`src/rtl/lpif_tx_pkg.sv`:
```
// Shared types and constants for the LPIF data-stream transmit path.
// Optional debug counter: define LPIF_DSTRM_TX_DEBUG_CNT_EN.
package lpif_tx_pkg;

    localparam int STATE_W  = 4;
    localparam int PROTID_W = 2;
    localparam int DATA_W   = 32;
    localparam int WORD_W   = 42;
    localparam int DELAY_W  = 16;
    localparam int CNT_W    = 16;
    localparam int LANE_W   = 40;

    // Bit positions of the side-band signals on the PHY lanes.
    localparam int MRK_BIT  = 39;
    localparam int STB_BIT  = 3;

    typedef enum logic [1:0] {
        SEQ_IDLE   = 2'd0,
        SEQ_DELAY  = 2'd1,
        SEQ_ONLINE = 2'd2
    } seq_state_e;

    function automatic logic [WORD_W-1:0] pack_word(
        input logic [STATE_W-1:0]  state,
        input logic [PROTID_W-1:0] protid,
        input logic [DATA_W-1:0]   data,
        input logic                dvalid,
        input logic                crc,
        input logic                crc_valid,
        input logic                valid
    );
        return {valid, crc_valid, crc, dvalid, data, protid, state};
    endfunction

endpackage

```
`src/rtl/ll_tx_online_seq.sv`:
```
// Link-up sequencer: IDLE -> DELAY (programmable hold) -> ONLINE.
// Exposes the next state so the top can register outputs aligned with the state register.
module ll_tx_online_seq
    import lpif_tx_pkg::*;
(
    input  logic               clk,
    input  logic               rst,
    input  logic               tx_online,
    input  logic [DELAY_W-1:0] delay_y_value,
    output seq_state_e         state,
    output seq_state_e         state_nxt
);

    logic [DELAY_W-1:0] dly_cnt;
    logic [DELAY_W-1:0] dly_cnt_nxt;

    // NOTE: sequential state uses non-blocking assignments so every flop samples pre-edge values.
    always_ff @(posedge clk) begin
        if (rst) begin
            state   <= SEQ_IDLE;
            dly_cnt <= '0;
        end else begin
            state   <= state_nxt;
            dly_cnt <= dly_cnt_nxt;
        end
    end

    // NOTE: defaults first so no path through this block can infer a latch.
    always_comb begin
        state_nxt   = state;
        dly_cnt_nxt = dly_cnt;
        case (state)
            SEQ_IDLE: begin
                if (tx_online) begin
                    state_nxt   = SEQ_DELAY;
                    dly_cnt_nxt = delay_y_value;
                end
            end
            SEQ_DELAY: begin
                if (dly_cnt == '0) state_nxt = SEQ_ONLINE;
                else               dly_cnt_nxt = dly_cnt - 1'b1;
            end
            SEQ_ONLINE: state_nxt = SEQ_ONLINE;
            default:    state_nxt = SEQ_IDLE;
        endcase
        // Dropping the link request wins over every other transition.
        if (!tx_online) state_nxt = SEQ_IDLE;
    end

endmodule

```
`src/rtl/lpif_dstrm_master_tx.sv`:
```
// LPIF data-stream master transmitter: packs the LPIF word onto two 40-bit PHY lanes.
// Optional ONLINE-valid counter in the debug word: define LPIF_DSTRM_TX_DEBUG_CNT_EN.
module lpif_dstrm_master_tx
    import lpif_tx_pkg::*;
(
    input  logic                clk_wr,
    input  logic                rst_wr,
    input  logic                tx_online,
    input  logic [DELAY_W-1:0]  delay_y_value,
    input  logic                m_gen2_mode,
    input  logic                tx_mrk_userbit,
    input  logic                tx_stb_userbit,
    input  logic [STATE_W-1:0]  dstrm_state,
    input  logic [PROTID_W-1:0] dstrm_protid,
    input  logic [DATA_W-1:0]   dstrm_data,
    input  logic                dstrm_dvalid,
    input  logic                dstrm_crc,
    input  logic                dstrm_crc_valid,
    input  logic                dstrm_valid,
    output logic [LANE_W-1:0]   tx_phy0,
    output logic [LANE_W-1:0]   tx_phy1,
    output logic                tx_online_delay,
    output logic [31:0]         tx_dstrm_debug_status
);

    seq_state_e         state;
    seq_state_e         state_nxt;
    logic [1:0]         state_bits;
    logic [WORD_W-1:0]  word_nxt;
    logic               mrk_nxt;
    logic               stb_nxt;
    logic [LANE_W-1:0]  phy0_nxt;
    logic [LANE_W-1:0]  phy1_nxt;

    ll_tx_online_seq u_seq (
        .clk           (clk_wr),
        .rst           (rst_wr),
        .tx_online     (tx_online),
        .delay_y_value (delay_y_value),
        .state         (state),
        .state_nxt     (state_nxt)
    );

    assign state_bits = state;

    // Lanes are built from the next state so the registered outputs line up with the state register.
    always_comb begin
        word_nxt = '0;
        stb_nxt  = 1'b0;
        mrk_nxt  = 1'b0;
        case (state_nxt)
            SEQ_DELAY: begin
                stb_nxt = 1'b1;
                mrk_nxt = 1'b1;
            end
            SEQ_ONLINE: begin
                word_nxt = pack_word(dstrm_state, dstrm_protid, dstrm_data, dstrm_dvalid,
                                     dstrm_crc, dstrm_crc_valid, dstrm_valid);
                stb_nxt  = tx_stb_userbit;
                mrk_nxt  = tx_mrk_userbit;
            end
            default: ;
        endcase
        mrk_nxt = mrk_nxt & m_gen2_mode;

        phy0_nxt           = {1'b0, word_nxt[LANE_W-2:0]};
        phy0_nxt[MRK_BIT]  = mrk_nxt;
        phy1_nxt           = '0;
        phy1_nxt[2:0]      = word_nxt[WORD_W-1:LANE_W-1];
        phy1_nxt[STB_BIT]  = stb_nxt;
        phy1_nxt[MRK_BIT]  = mrk_nxt;
    end

    // NOTE: only plain control/data flops here, so every one of them is reset; there is no storage array.
    always_ff @(posedge clk_wr) begin
        if (rst_wr) begin
            tx_phy0         <= '0;
            tx_phy1         <= '0;
            tx_online_delay <= 1'b0;
        end else begin
            tx_phy0         <= phy0_nxt;
            tx_phy1         <= phy1_nxt;
            tx_online_delay <= (state_nxt == SEQ_ONLINE);
        end
    end

`ifdef LPIF_DSTRM_TX_DEBUG_CNT_EN
    logic [CNT_W-1:0] cnt;

    // Counts valid flits actually presented on the lanes while ONLINE; saturates.
    always_ff @(posedge clk_wr) begin
        if (rst_wr) begin
            cnt <= '0;
        end else if (state_nxt == SEQ_IDLE) begin
            cnt <= '0;
        end else if (state_nxt == SEQ_ONLINE && dstrm_valid && cnt != {CNT_W{1'b1}}) begin
            cnt <= cnt + 1'b1;
        end
    end

    assign tx_dstrm_debug_status = {state_bits, tx_online_delay, 13'h0, cnt};
`else
    assign tx_dstrm_debug_status = {state_bits, tx_online_delay, 29'h0};
`endif

endmodule

```
`config.mk`:
```
export PLATFORM = sky130hd
export DESIGN_NAME = lpif_dstrm_master_tx
export DESIGN_NICKNAME = d
export VERILOG_FILES = /design/src/rtl/lpif_tx_pkg.sv /design/src/rtl/ll_tx_online_seq.sv /design/src/rtl/lpif_dstrm_master_tx.sv
export SDC_FILE = /design/constraint.sdc
export NUM_CORES = 1
export LEC_CHECK = 0
export ABC_CLOCK_PERIOD_IN_PS = 4800
export CAP_MARGIN = 20
export CELL_PAD_IN_SITES_DETAIL_PLACEMENT = 0
export CELL_PAD_IN_SITES_GLOBAL_PLACEMENT = 1
export CORE_ASPECT_RATIO = 1.4
export CORE_MARGIN = 5
export CORE_UTILIZATION = 28
export DETAILED_ROUTE_END_ITERATION = 7
export PLACE_DENSITY = 0.89
export REMOVE_ABC_BUFFERS = 1
export SLEW_MARGIN = 25
export SYNTH_ARGS = -nofsm -noshare
export SYNTH_HDL_FRONTEND = slang
export SYNTH_SLANG_ARGS = --single-unit
```
`constraint.sdc`:
```
create_clock -name clk_wr -period 4.8 [get_ports clk_wr]
set_clock_uncertainty 0.2 [all_clocks]
set_input_delay 0.96 -clock clk_wr [delete_from_list [all_inputs] [get_ports clk_wr]]
set_output_delay 0.96 -clock clk_wr [all_outputs]
set_load 0.005 [all_outputs]
```
; ---- Word level (Yosys, flattened, before mapping)
; Cells that the tools add are included.
[op_classes]
mux = 8
n_reduce_logical = 5
magnitude_cmp = 0
n_bitwise = 2
multipliers = 0
n_addsub = 1
shift = 0
n_eq_ne = 6
n_div = 0
[ops]
columns = operator, count
row1 = two-way mux 16 bit, 2
row2 = case mux 16 bit (2 select lines), 1
row3 = logical NOT 16 bit, 1
row4 = subtractor 16 x 1 -> 16 bit (second input constant), 1
row5 = case mux 2 bit (3 select lines), 1
row6 = equality test 2 x 1 -> 1 bit (second input constant), 2
row7 = equality test 2 bit (second input constant), 2
row8 = two-way mux 2 bit, 2
row9 = inequality test 2 bit (second input constant), 2
row10 = case mux 1 bit (2 select lines), 2
row11 = AND reduction 3 bit, 1
row12 = logical NOT 2 bit, 1
row13 = nonzero test 2 bit, 1
row14 = OR reduction 2 bit, 1
row15 = AND 1 bit, 1
row16 = inverter 1 bit, 1
[totals]
input_bits = 64
register_bits = 99
mem_bits_rw = 0
out_inout_bits = 113
romBits = 0
latchBits = 0
memories = 0

; ---- Logic depth before layout (Yosys ltp)
[logic_depth]
depth_word = 7
ltp_mapped = 11

; ---- Modules after synthesis
; From an unflattened synthesis, not the netlist that was laid out.
[hier_totals]
hier_cells = 324
hier_area_um2 = 2942.8
[modules_own_cells]
columns = mod, instances, cells_per_inst, area_per_inst_um2
row1 = lpif_dstrm_master_tx, 1, 169, 1823.0
row2 = ll_tx_online_seq, 1, 155, 1119.8

; ---- Worst setup path after synthesis
; OpenSTA, ideal clock, no wires.
[synth_timing]
path_type = register to register
startpoint = register u_seq.dly_cnt[0]
endpoint = register tx_phy0[0]
setup_slack_ns = 2.007
arrival_time_ns = 2.534
path_stages_with_launch = 12
cell_sequence = dfxtp_1 > inv_1 > ha_1 > or3b_1 > nor4_4 > and3_1 > o21ai_0 > inv_1 > ha_1 > nor2b_1 > clkbuf_1 > and2_1
[synth_via]
elab_chain_cells = 7
[synth_rtl]
columns = element, line
row1 = start: declaration, ll_tx_online_seq.sv:14  ; logic [DELAY_W-1:0] dly_cnt;
row2 = start signal: assignment, ll_tx_online_seq.sv:24  ; dly_cnt <= dly_cnt_nxt;
row3 = logical NOT 16 bit, ll_tx_online_seq.sv:40  ; if (dly_cnt == '0) state_nxt = SEQ_ONLINE;
row4 = two-way mux 2 bit, ll_tx_online_seq.sv:40
row5 = case mux 2 bit (3 select lines), ll_tx_online_seq.sv:32  ; case (state)
row6 = two-way mux 2 bit, ll_tx_online_seq.sv:47  ; if (!tx_online) state_nxt = SEQ_IDLE;
row7 = via state_nxt[1], lpif_dstrm_master_tx.sv:27  ; seq_state_e state_nxt;
row8 = equality test 2 bit, lpif_dstrm_master_tx.sv:51  ; case (state_nxt)
row9 = inverter 1 bit (no line), -
row10 = OR reduction 2 bit (no line), -
row11 = end signal: assignment, lpif_dstrm_master_tx.sv:81  ; tx_phy0 <= phy0_nxt;
row12 = end: declaration, lpif_dstrm_master_tx.sv:20  ; output logic [LANE_W-1:0] tx_phy0,
; The timed path passes the listed nets, and every way through them passes these cells.
; A chain may end at the register's enable or synchronous reset.

; ---- Worst setup path after layout
[layout_timing]
startpoint = register u_seq.dly_cnt[0]
endpoint = register tx_phy0[32]
; Same word-level chain as after synthesis.

==> flow_summary.yaml <==
synthesis:
  ys_warn_count: 0
  synth_fa_ha_area_frac: 0.0172
  synth.distinct_cells: 44
  synth_area_per_cell_um2: 8.98
  synth_top_family_by_area: "simple AND/OR/NAND/NOR gates"
  syn_inst: 323
  synthesis.area_um2: 2900
  ys_seq_area_frac: 0.435
  synthTopCellsByArea: "dfxtp_1 43%, buf_4 17%, and2_1 9.1%"
  synth-seq-cells: 63
  async_flop_share: 0
  synth_edf_count: 0
  synthSimpleGateAreaFrac: 0.216
  synth_compound_area_frac: 0.128
  muxShareOfSynthArea: 0.00388
  synth_xor_area_frac: 0
  synth.top_cell.area_share: 0.435
  synth_top_area_cell: "dfxtp_1"
  synth-main-ff-cell: "dfxtp_1"
sta:
  worst_slack_ns: 1.74
  rsz0062_at_grt: "no"
  worst_slew_pin_slew_ns: 0.863
  hold_violations: 0
  fmax_mhz: 326
  timing.slew.headroom: 0.423
  hold_slack_ns: 0.289
  fin_crit_ns: 3.06
  setup_tns_ns: 0
  maxSlewViolCount: 0
  finalSetupViolations: 0
  finalCritPeriodShare: 0.638
detailed_routing:
  drt_iter0_markers: 51
  wirelength_mm: 7.28
  drc: 0
  first_pass_iters: 4
  drt-vias-per-instance: 4.14
  routedWlPerCell_um: 12.6
  vias: 2386
  ant_nets: 0
clocking:
  cts_resized: 0
  root_buffer: "clkbuf_16"
  cts_setup_buffers: 0
  clock_latency_ns: 0.32
  ctsHtreeMaxLevel: 3
  numCtsBuffers: 9
  clk_pin_slew_ns: 0.05
  cts_sinks: 63
  holdBufCountCts: 0
  cts_tree: "yes"
  max-clock-path-buffers: 2
final_layout:
  area_delta_synth_final_pct: 44.9
  utilization: 0.411
  antenna_cells: 0
  fill_cells: 1016
  final_nets: 501
  drive_above_1_share: 0.0799
grt:
  globalRouteTotalUtil: 0.117
  grt_pass1_wl_mm: 11.1
  grt.busiest_layer: "met2"
  met1_usage: 0.111
  grt_pass1_vias: 2426
  grtUsageMet3: 0.0733
  antenna_found_initial: 0
  met2_usage: 0.188
  grt_max_degree: 43
  gr-total-overflow: 0
setup_path:
  crit_slowest_cell: "nor4_4"
  cp_max_fo: 42
  startpoint_type: "flop"
  crit_arrival_ns: 3.13
  critPathCaptureType: "flop"
  critPathKind: "flop to flop"
  path_cells: "inv_1 > ha_1 > or3b_1 > nor4_4 > and3_1 > o21ai_0 > inv_1 > ha_1 > nor2b_2 > buf_4 > and2_1"
  critPathRequiredTime_ns: 4.87
  cpPeakStageDelay_ns: 0.48
pwr:
  irDropWorstVdd_v: 0.000215
  power_mw: 1.37
  leakage_nw: 1.72
  power_density_nw_per_um2: 327
outcome:
  status: "finished clean"
floorplan:
  io_pins: 177
  die_x_um: 96.0
  core_area_um2: 10200
  dieArea_um2: 12500
  die_y_um: 130
  row_count: 44
  initial_core_util: 0.283
place:
  dpl_worst_slack_ns: 1.75
  dpl.hpwl_mm: 5.65
  portBuffers: 112
  place_congestion: 0.850
flow_run:
  drv_cap: 0
worst_hold_path:
  min_path_type: "flop to flop"
## registers in the layout (all words and copies together), names as in the netlist
register	cells
tx_phy0	40
tx_online_delay	1
tx_phy1	4
u_seq.dly_cnt	16
u_seq.state	2
## routing by layer
metal | routed length [µm] | up-vias
li1 | - | 1163
met1 | 2470 | 1061
met2 | 3460 | 149
met3 | 1140 | 13
met4 | 202 | 0
met5 | 0 | -
## power breakdown
part	internal, mW	switching (mW)
Sequential	0.538	0.0149
Combinational	0.0910	0.0919
Clock	0.402	0.237
## metrics by stage
step | area [µm²] | instances
2_1_floorplan | 2580 | 307
3_3_place_gp | 3900 | 560
3_5_place_dp | 3910 | 560
4_1_cts | 4200 | 576
5_1_grt | 4200 | 576
6_report | 4200 | 576
## path summary, 6_finish.rpt
path                     startpoint                end  slack [ns]  cells past startpoint
hold / removal    u_seq.dly_cnt[14]  u_seq.dly_cnt[14]        0.29                      2
hold reg to reg   u_seq.dly_cnt[14]  u_seq.dly_cnt[14]        0.29                      2
setup reg to reg   u_seq.dly_cnt[0]        tx_phy0[32]        1.74                     11
setup / recovery   u_seq.dly_cnt[0]        tx_phy0[32]        1.74                     11
## synthesized netlist by cell type (all sizes together), types with 4 or more instances
master and number:
clkbuf 11, a21oi 26, buf 68, nor3 6, dfxtp 63, and2 42
inv 6, nor2b 4, ha 4, nor2 15, nor4 4, nand2 21
o21ai 18, nand3 5
## placed cells by master, fill, tap and decap left out, types with 4 or more instances in the layout
cell type,Yosys,routed
o21ai_1,4,4
inv_1,6,6
a21oi_1,21,21
and2_1,42,42
dfxtp_1,63,63
ha_1,4,4
nand3_1,5,5
nand2_1,21,21
o21ai_0,11,11
nor3_1,6,6
nor2_1,15,15
clkbuf_16,0,9
a21oi_2,5,5
clkdlybuf4s50_1,0,112
conb_1,1,64
## layout make-up
cell class | instances | area [µm²] | area share
Multi-Input combinational cell | 238 | 1310 | 0.311
Sequential cell | 63 | 1260 | 0.300
Timing Repair Buffer | 115 | 1140 | 0.272
Clock buffer | 9 | 225 | 0.0536
Tap cell | 138 | 173 | 0.0411
Clock inverter | 7 | 72.6 | 0.0173
Inverter | 6 | 22.5 | 0.00536
## cells by family after synthesis
| family | after synthesis |
|---|---|
| adders and majority gates | 4 |
| muxes | 1 |
| and+or+nand+nor | 111 |
| DFF | 63 |
| other | 1 |
| AOI/OAI and AO/OA | 58 |
| buffers and inverters | 85 |
## worst max-delay path: cells and delay by family (launching register included)
family | cells | cell delay (ns)
AO/OA/AOI/OAI | 1 | 0.13
buffers and inverters | 3 | 0.52
AND/OR/NAND/NOR | 5 | 1.45
adder cells (fa/ha/maj) | 2 | 0.37
flip-flops | 1 | 0.33
Note: power is estimated with default switching activity, not from simulation.
